## config.mk

```make
export PLATFORM = sky130hd
export DESIGN_NAME = mem_sram_ctrl
export DESIGN_NICKNAME = d
export VERILOG_FILES = /design/src/rtl/mem_sram_ctrl.sv
export SDC_FILE = /design/constraint.sdc
export NUM_CORES = 1
export LEC_CHECK = 0
export BUFFER_PORTS_ARGS = -buffer_cell sky130_fd_sc_hd__buf_4
export CAP_MARGIN = 20
export CELL_PAD_IN_SITES_DETAIL_PLACEMENT = 1
export CELL_PAD_IN_SITES_GLOBAL_PLACEMENT = 1
export CORE_MARGIN = 3
export CORE_UTILIZATION = 30
export CTS_BUF_LIST = sky130_fd_sc_hd__clkbuf_4 sky130_fd_sc_hd__clkbuf_8 sky130_fd_sc_hd__clkbuf_16
export CTS_CLUSTER_DIAMETER = 80
export CTS_CLUSTER_SIZE = 24
export DETAILED_ROUTE_END_ITERATION = 12
export GPL_ROUTABILITY_DRIVEN = 1
export PLACE_DENSITY = 0.66
export REMOVE_ABC_BUFFERS = 1
export SLEW_MARGIN = 20
export SYNTH_ARGS = -nofsm -noshare
export SYNTH_HDL_FRONTEND = slang
export SYNTH_SLANG_ARGS = --single-unit
```

## constraint.sdc

```tcl
create_clock -name clk -period 4.5 [get_ports clk]
set_clock_uncertainty 0.1 [all_clocks]
set_input_delay 0.225 -clock clk [delete_from_list [all_inputs] [get_ports clk]]
set_output_delay 0.225 -clock clk [all_outputs]
set_load 0.01 [all_outputs]
```

## src/rtl/mem_sram_ctrl.sv

```systemverilog
// Memory-side responder: executes mem_rd/mem_wr requests on a 16-bit async SRAM with byte lanes.
// 32-bit requests become two halfword accesses; all SRAM strobes come straight from flops.
module mem_sram_ctrl #(
    parameter int unsigned ADDR_W      = 20,
    parameter int unsigned WAIT_CYCLES = 2
) (
    input  logic              clk,
    input  logic              rst,
    input  logic              mem_rd,
    input  logic              mem_wr,
    input  logic [25:0]       mem_addr,
    input  logic [1:0]        mem_data_width,
    input  logic [31:0]       mem_wr_data,
    output logic              mem_rd_ready,
    output logic              mem_wr_ready,
    output logic              mem_rd_valid,
    output logic [31:0]       mem_rd_data,
    output logic [ADDR_W-1:0] sram_addr,
    input  logic [15:0]       sram_dq_i,
    output logic [15:0]       sram_dq_o,
    output logic              sram_dq_oe,
    output logic              sram_ce_n,
    output logic              sram_oe_n,
    output logic              sram_we_n,
    output logic              sram_ub_n,
    output logic              sram_lb_n
);
    localparam int unsigned CNT_W = 4;
    localparam logic [1:0] W_NONE = 2'b00;
    localparam logic [1:0] W_8    = 2'b01;
    localparam logic [1:0] W_16   = 2'b10;
    localparam logic [1:0] W_32   = 2'b11;

    typedef enum logic [1:0] {IDLE, RD_ACC, WR_ACC, WR_HOLD} state_e;

    state_e            state_q, state_d;
    logic [CNT_W-1:0]  cnt_q, cnt_d;
    logic              second_q, second_d;
    logic [1:0]        width_q, width_d;
    logic              byte_hi_q, byte_hi_d;
    logic [15:0]       lo_q, lo_d;
    logic [15:0]       wr_hi_q, wr_hi_d;
    logic [31:0]       rd_data_q, rd_data_d;
    logic              rd_valid_q, rd_valid_d;
    logic [ADDR_W-1:0] addr_q, addr_d;
    logic [15:0]       dq_o_q, dq_o_d;
    logic              dq_oe_q, dq_oe_d;
    logic              ce_n_q, ce_n_d;
    logic              oe_n_q, oe_n_d;
    logic              we_n_q, we_n_d;
    logic              ub_n_q, ub_n_d;
    logic              lb_n_q, lb_n_d;

    logic              idle_c;
    logic              last_c;
    logic [ADDR_W-1:0] req_hw_c;
    logic              unused_addr_c;

    assign idle_c        = (state_q == IDLE) & ~rst;
    assign mem_rd_ready  = idle_c;
    assign mem_wr_ready  = idle_c;
    assign last_c        = (cnt_q == CNT_W'(WAIT_CYCLES));
    // 32-bit requests always start on the even halfword
    assign req_hw_c      = (mem_data_width == W_32) ? {mem_addr[ADDR_W:2], 1'b0}
                                                    : mem_addr[ADDR_W:1];
    assign unused_addr_c = ^mem_addr;

    always_comb begin
        state_d    = state_q;
        cnt_d      = cnt_q;
        second_d   = second_q;
        width_d    = width_q;
        byte_hi_d  = byte_hi_q;
        lo_d       = lo_q;
        wr_hi_d    = wr_hi_q;
        rd_data_d  = rd_data_q;
        rd_valid_d = 1'b0;
        addr_d     = addr_q;
        dq_o_d     = dq_o_q;

        case (state_q)
            IDLE: begin
                if (mem_rd || mem_wr) begin
                    width_d   = mem_data_width;
                    byte_hi_d = mem_addr[0];
                    cnt_d     = '0;
                    second_d  = 1'b0;
                    if (mem_data_width != W_NONE) addr_d = req_hw_c;
                end
                // read wins when both are requested; the write is dropped
                if (mem_rd) begin
                    if (mem_data_width == W_NONE) begin
                        rd_data_d  = '0;
                        rd_valid_d = 1'b1;
                    end else begin
                        state_d = RD_ACC;
                    end
                end else if (mem_wr && (mem_data_width != W_NONE)) begin
                    state_d = WR_ACC;
                    wr_hi_d = mem_wr_data[31:16];
                    dq_o_d  = (mem_data_width == W_8) ? {2{mem_wr_data[7:0]}}
                                                      : mem_wr_data[15:0];
                end
            end
            RD_ACC: begin
                cnt_d = cnt_q + CNT_W'(1);
                if (last_c) begin
                    cnt_d = '0;
                    if ((width_q == W_32) && !second_q) begin
                        second_d = 1'b1;
                        lo_d     = sram_dq_i;
                        addr_d   = addr_q + ADDR_W'(1);
                    end else begin
                        rd_valid_d = 1'b1;
                        state_d    = IDLE;
                        case (width_q)
                            W_8:     rd_data_d = {24'h0, byte_hi_q ? sram_dq_i[15:8] : sram_dq_i[7:0]};
                            W_16:    rd_data_d = {16'h0, sram_dq_i};
                            default: rd_data_d = {sram_dq_i, lo_q};
                        endcase
                    end
                end
            end
            WR_ACC: begin
                cnt_d = cnt_q + CNT_W'(1);
                if (last_c) begin
                    cnt_d   = '0;
                    state_d = WR_HOLD;
                end
            end
            WR_HOLD: begin
                if ((width_q == W_32) && !second_q) begin
                    second_d = 1'b1;
                    addr_d   = addr_q + ADDR_W'(1);
                    dq_o_d   = wr_hi_q;
                    state_d  = WR_ACC;
                end else begin
                    state_d = IDLE;
                end
            end
            default: state_d = IDLE;
        endcase

        // strobes follow the state being entered so they are valid for the whole access
        ce_n_d  = (state_d == IDLE);
        oe_n_d  = (state_d != RD_ACC);
        we_n_d  = (state_d != WR_ACC);
        dq_oe_d = (state_d == WR_ACC) || (state_d == WR_HOLD);
        if (state_d == IDLE) begin
            ub_n_d = 1'b1;
            lb_n_d = 1'b1;
        end else if (width_d == W_8) begin
            ub_n_d = ~byte_hi_d;
            lb_n_d = byte_hi_d;
        end else begin
            ub_n_d = 1'b0;
            lb_n_d = 1'b0;
        end
    end

    always_ff @(posedge clk) begin
        if (rst) begin
            state_q    <= IDLE;
            cnt_q      <= '0;
            second_q   <= 1'b0;
            width_q    <= W_NONE;
            byte_hi_q  <= 1'b0;
            lo_q       <= '0;
            wr_hi_q    <= '0;
            rd_data_q  <= '0;
            rd_valid_q <= 1'b0;
            addr_q     <= '0;
            dq_o_q     <= '0;
            dq_oe_q    <= 1'b0;
            ce_n_q     <= 1'b1;
            oe_n_q     <= 1'b1;
            we_n_q     <= 1'b1;
            ub_n_q     <= 1'b1;
            lb_n_q     <= 1'b1;
        end else begin
            state_q    <= state_d;
            cnt_q      <= cnt_d;
            second_q   <= second_d;
            width_q    <= width_d;
            byte_hi_q  <= byte_hi_d;
            lo_q       <= lo_d;
            wr_hi_q    <= wr_hi_d;
            rd_data_q  <= rd_data_d;
            rd_valid_q <= rd_valid_d;
            addr_q     <= addr_d;
            dq_o_q     <= dq_o_d;
            dq_oe_q    <= dq_oe_d;
            ce_n_q     <= ce_n_d;
            oe_n_q     <= oe_n_d;
            we_n_q     <= we_n_d;
            ub_n_q     <= ub_n_d;
            lb_n_q     <= lb_n_d;
        end
    end

    assign mem_rd_valid = rd_valid_q;
    assign mem_rd_data  = rd_data_q;
    assign sram_addr    = addr_q;
    assign sram_dq_o    = dq_o_q;
    assign sram_dq_oe   = dq_oe_q;
    assign sram_ce_n    = ce_n_q;
    assign sram_oe_n    = oe_n_q;
    assign sram_we_n    = we_n_q;
    assign sram_ub_n    = ub_n_q;
    assign sram_lb_n    = lb_n_q;

endmodule

```

# After elaboration in Yosys (flattened, before gate mapping)
# Cells that the tools add are included.
[classes]
n_addsub = 2
eq_ne = 23
muxes = 44
bitwise_logic = 4
reduce_logical = 22
[ops]
columns = ["operator", "n"]
rows = [
  ["two-way mux 32 bit", 4],
  ["case mux 32 bit (2 select lines)", 2],
  ["two-way mux 20 bit", 4],
  ["two-way mux 16 bit", 4],
  ["case mux 20 bit (3 select lines)", 1],
  ["case mux 16 bit (2 select lines)", 1],
  ["adder 20 x 1 -> 20 bit (second input constant)", 1],
  ["two-way mux 2 bit", 9],
  ["== test 2 bit (second input constant)", 7],
  ["two-way mux 1 bit", 12],
  ["!= test 2 bit (second input constant)", 6],
  ["!= test 2 x 1 -> 1 bit (second input constant)", 5],
  ["AND reduction 3 bit", 3],
  ["== test 2 x 1 -> 1 bit (second input constant)", 4],
  ["two-way mux 4 bit", 2],
  ["two-way mux 8 bit", 1],
  ["case mux 2 bit (4 select lines)", 1],
  ["case mux 4 bit (2 select lines)", 1],
  ["AND reduction 4 bit", 2],
  ["nonzero test 2 bit", 4],
  ["zero test 2 bit", 3],
  ["AND reduction 5 bit", 1],
  ["adder 4 x 1 -> 4 bit (second input constant)", 1],
  ["== test 4 x 2 -> 1 bit (second input constant)", 1],
  ["10 further kinds", 15],
]
[totals]
ff_bits = 117
output_inout_bits = 77

# Depth between registers and ports, before layout
[depth]
ltp_word = 7
mapped_depth = 11
depth_no_buf = 7

# Worst setup path before layout
# OpenSTA, ideal clock, no wires.
[synth_path]
path_kind = "register -> register"
startpoint = "register state_q[1]"
endpoint = "register addr_q[19] (netlist: sram_addr[19])"
setup_time_ns = 0.134
t_arrival_ns = 2.047
required_ns = 4.266
setup_slack_ns = 2.220
path_stages_with_launch = 9
path_buffers = 1
period_less_slack_ns = 2.280
path_cell_list = "dfxtp_1 -> inv_1 -> ha_1 -> or2_1 -> a221oi_2 -> clkbuf_1 -> nand3_1 -> o21ai_0 -> a211oi_1"
[synth_via]
elab_chain_len = 3
[synth_rtl]
columns = ["item", "line_no", "source"]
rows = [
  ["start, declared", "36", "state_e state_q, state_d;"],
  ["start signal, assigned", "181", "state_q <= state_d;"],
  ["== test 2 x 1 -> 1 bit, or another cell as far along", "81", "case (state_q)"],
  ["!= test 2 bit (no source line), or another cell as far along", "n/a", ""],
  ["AND reduction 4 bit (no source line)", "n/a", ""],
  ["end signal, assigned", "190", "addr_q <= addr_d;"],
  ["end, declared", "45", "logic [ADDR_W-1:0] addr_q, addr_d;"],
]
# Parallel ways exist; a longest one is shown, timed or not.
# A chain may end at the register's enable or synchronous reset.

# Final worst setup path
[layout_path]
startpoint = "register state_q[0]"
endpoint = "register dq_o_q[12] (netlist: sram_dq_o[12])"
[layout_via]
elab_chain_len = 3
[layout_rtl]
columns = ["item", "line_no", "source"]
rows = [
  ["== test 2 bit or zero test 2 bit (tied branches)", "81", ""],
  ["!= test 2 bit (no source line), or another cell as far along", "n/a", ""],
  ["AND reduction 4 bit (no source line)", "n/a", ""],
  ["end signal, assigned", "191", "dq_o_q <= dq_o_d;"],
  ["end, declared", "46", "logic [15:0] dq_o_q, dq_o_d;"],
]
# Parallel ways exist; a longest one is shown, timed or not.

==> impl_metrics.yaml <==
timing:
  tightest_slew_ns: 0.9916
  slew_viol_final: 0
  fmax_mhz: 317.4
  finalCriticalPeriod_ns: 3.150
  rsz0062_at_grt: "false"
  finalCritPeriodShare_pct: 70.01
  tns_ns: 0
  relSlewSlack_pct: 33.89
  setup_viol: 0
  final-hold-violation-count: 0
clock_tree:
  clock_sinks: 116
  ctsHtreeMaxLevel: 4
  postCtsSetupBuffers: 0
  cts_tree: "done"
  numCtsBuffers: 17
  cts.reportedPaths.clkPinSlew_ns: 0.06
  cts-root-buf: "clkbuf_16"
  insertion_delay_ns: 0.42
  max-clock-path-buffers: 2
synth:
  synthXorXnorAreaFrac_pct: 0
  muxShareOfSynthArea_pct: 4.953
  seq_area_frac_synth_pct: 42.56
  synth_top_family_by_area: "compound AO/OA/AOI/OAI gates"
  synth_edf_count: 0
  synth_top_area_share_pct: 42.56
  synth_cell_types: 56
  yosysTopAreaCell: "dfxtp_1"
  synthTopCellsByArea: "dfxtp_1 (43%), nand2_1 (8.4%), nor2_1 (5.5%)"
  synthSimpleGateAreaFrac_pct: 22.70
  syn_area_per_cell_sq_um: 8.096
  synth_compound_area_share_pct: 23.07
  synthAdderAreaFrac_pct: 2.293
  syn_inst: 674
  yosysWarnings: 0
  synth_area_sq_um: 5456
  synthFlopType: "dfxtp_1"
  ys_async_sr_fraction_pct: 0
  synth-seq-cells: 116
grt:
  grt_start_max_net_pins: 58
  grt.total_usage_pct: 19.16
  overflow: 0
  grt_pass1_vias: 6059
  grt_pass1_wl_um: 31040
  antenna_found_initial: 0
route:
  ant_nets: 0
  routed_wl_um: 18980
  drtIter0Drc: 201
  dr.pass1.iters: 4
  wl_per_cell_um: 17.62
  drcViolationCount: 0
  via_per_inst: 5.251
  num_vias: 5655
worst_setup_path:
  end_kind: "flop"
  r2r_slack_ns: 1.35
  arrival_ns: 3.34
  critPathLaunch: "state_q[0]$_SDFF_PP0_"
  crit_path_start_kind: "flop"
  worstSetupPathType: "reg -> reg"
  r2r-start: "state_q[0]$_SDFF_PP0_"
  required_ns: 4.69
  rr_worst_depth: 7
  rr_endpoint: "sram_dq_o[12]$_SDFFE_PP0P_"
  worstPathMaxFanout: 24
hold_path:
  hold_class: "in -> reg"
  min-delay-start: "mem_data_width[1]"
  min_path_cells: 3
  min_to: "width_q[1]$_SDFF_PP0_"
floorplan:
  dieArea_sq_um: 19840
  ioPinCount: 157
  core-area_sq_um: 17540
  rows: 48
  start_util_pct: 31.11
  fp.dieH_um: 140.9
  dieWidth_um: 140.9
power_and_ir_drop:
  power.switching_mw: 1.683
  p_sw_share_pct: 38.03
  powerDensity_nw_per_um2: 573.3
  seqPwrFrac_pct: 31.0
  p_int_mw: 2.742
  ir_worst_vdd_v: 0.0002900
  combPwrFrac_pct: 36.4
  p_leak_nw: 3.068
  clock_power_share_pct: 32.5
cells_and_area:
  final_nets: 929
  final_layout_size_suffix_gt1_share_pct: 23.59
  synthToLayoutAreaGrowth_pct: 41.46
  fillers: 2091
  antenna_cells: 0
  fin_area_sq_um: 7719
placed_design:
  hpwl_um: 12810
  port_buffers: 151
  placed_cell_area_sq_um: 6734
  place_congestion: 0.8240
status:
  status: "completed"
flow_run:
  drv_cap: 0
worst max-delay path, stage by stage, from the launching register on:
cell and delay (ns):
dfxtp_1 0.34, inv_1 0.12, ha_1 0.50, inv_2 0.14
or3_1 0.69, a22oi_4 0.77, mux2i_1 0.27, nor2_1 0.05
timing repair:
item                                   in CTS  in global routing
hold buffers                               36                  0
endpoints found under the hold margin      50                  0
gates resized for setup                     0                  0
cells by family (layout without fill, tap and decap cells):
logic type | count (synthesis) | in the layout
multiplexers | 27 | 27
flip-flops | 116 | 116
AO/OA/AOI/OAI | 189 | 189
adder cells (fa/ha/maj) | 10 | 10
buffers and inverters | 57 | 235
AND/OR/NAND/NOR | 275 | 275
metrics by stage:
stage,std cells,utilization [%],worst slack [ns],total power [mW],hold slack (ns)
final,1077,44.01,1.350,4.425,0.03838
after global routing,1077,44.01,1.077,4.705,0.05348
after CTS,1077,44.01,1.339,4.469,0.03181
after detailed placement,1009,38.40,1.340,2.980,0.3431
after global placement,1008,38.32,1.422,2.910,0.3367
after floorplan,625,-,1.275,2.301,0.1941
how the worst max path moves through the flow:
| stage | slack [ns] | endpoint | cells after the start |
|---|---|---|---|
| 6_report | 1.35 | sram_dq_o[12]$_SDFFE_PP0P_ | 7 |
| 5_1_grt | 1.08 | mem_rd_data[21]$_SDFFE_PP0P_ | 8 |
| 4_1_cts | 1.34 | sram_dq_o[12]$_SDFFE_PP0P_ | 7 |
| 3_5_place_dp | 1.34 | sram_dq_o[9]$_SDFFE_PP0P_ | 7 |
| 3_3_place_gp | 1.42 | sram_dq_o[9]$_SDFFE_PP0P_ | 7 |
| 2_1_floorplan | 1.27 | sram_addr[11]$_SDFFE_PP0P_ | 5 |
metal layers:
| layer | part of all wire [%] | vias to the layer above | wire, um | GRT usage (%) |
|---|---|---|---|---|
| met1 | 44 | 2799 | 8402 | 23.22 |
| met5 | 0 | - | 0 | 0 |
| met3 | 4.0 | 20 | 754 | 4.274 |
| met2 | 50 | 112 | 9517 | 34.02 |
| met4 | 1.6 | 0 | 299 | 5.456 |
| li1 | - | 2724 | - | - |
sequential cells by signal (all words and copies together), names as in the netlist:
register      count
sram_ce_n         1
mem_rd_data      32
state_q           2
mem_rd_valid      1
sram_oe_n         1
second_q          1
wr_hi_q          16
sram_we_n         1
sram_lb_n         1
lo_q             16
sram_addr        20
sram_ub_n         1
cnt_q             4
byte_hi_q         1
width_q           2
sram_dq_o        16
cells in the mapped netlist (7+ instances only):
cell,instances
nand4_1,9
a22oi_1,25
a31oi_1,7
a211oi_1,12
buf_2,7
a21oi_1,56
mux2i_1,27
nand2_1,122
dfxtp_1,116
o21ai_0,34
clkbuf_1,35
and2_1,7
nand2b_1,9
inv_1,7
nand3_1,14
nor2_1,80
o21ai_1,9
a32oi_1,9
ha_1,10
a221o_1,8
layout by cell type (no fill, tap or decap), drive strengths merged, types with 7 or more instances in the layout:
master       netlist  final
and2               7      7
a22oi             26     26
a221o              8      8
dlygate4sd3        0     36
dfxtp            116    116
a31oi              7      7
nand2b             9      9
clkbuf            35     19
nand3             14     14
nand2            122    122
a21oi             56     56
nand4              9      9
ha                10     10
a32oi              9      9
inv                8     12
a211oi            12     12
mux2i             27     27
nor2              80     80
o21ai             43     43
buf               14    159
layout make-up:
class / instances / area, sq um / share of cell area, %
Tap cell: 225 / 281.5 / 3.647
Timing Repair Buffer: 195 / 1558 / 20.18
Multi-Input combinational cell: 501 / 2903 / 37.61
Sequential cell: 116 / 2322 / 30.09
Inverter: 8 / 30.03 / 0.3890
Clock inverter: 13 / 171.4 / 2.221
Clock buffer: 19 / 452.9 / 5.868
power by group through the flow:
stage / combinational (mW) / sequential (mW) / clock, mW
6_report: 1.61 / 1.37 / 1.44
5_1_grt: 1.79 / 1.40 / 1.52
4_1_cts: 1.62 / 1.37 / 1.47
3_5_place_dp: 1.59 / 1.39 / 0
3_3_place_gp: 1.53 / 1.38 / 0
2_1_floorplan: 0.899 / 1.40 / 0
(Power assumes the default switching activity.)
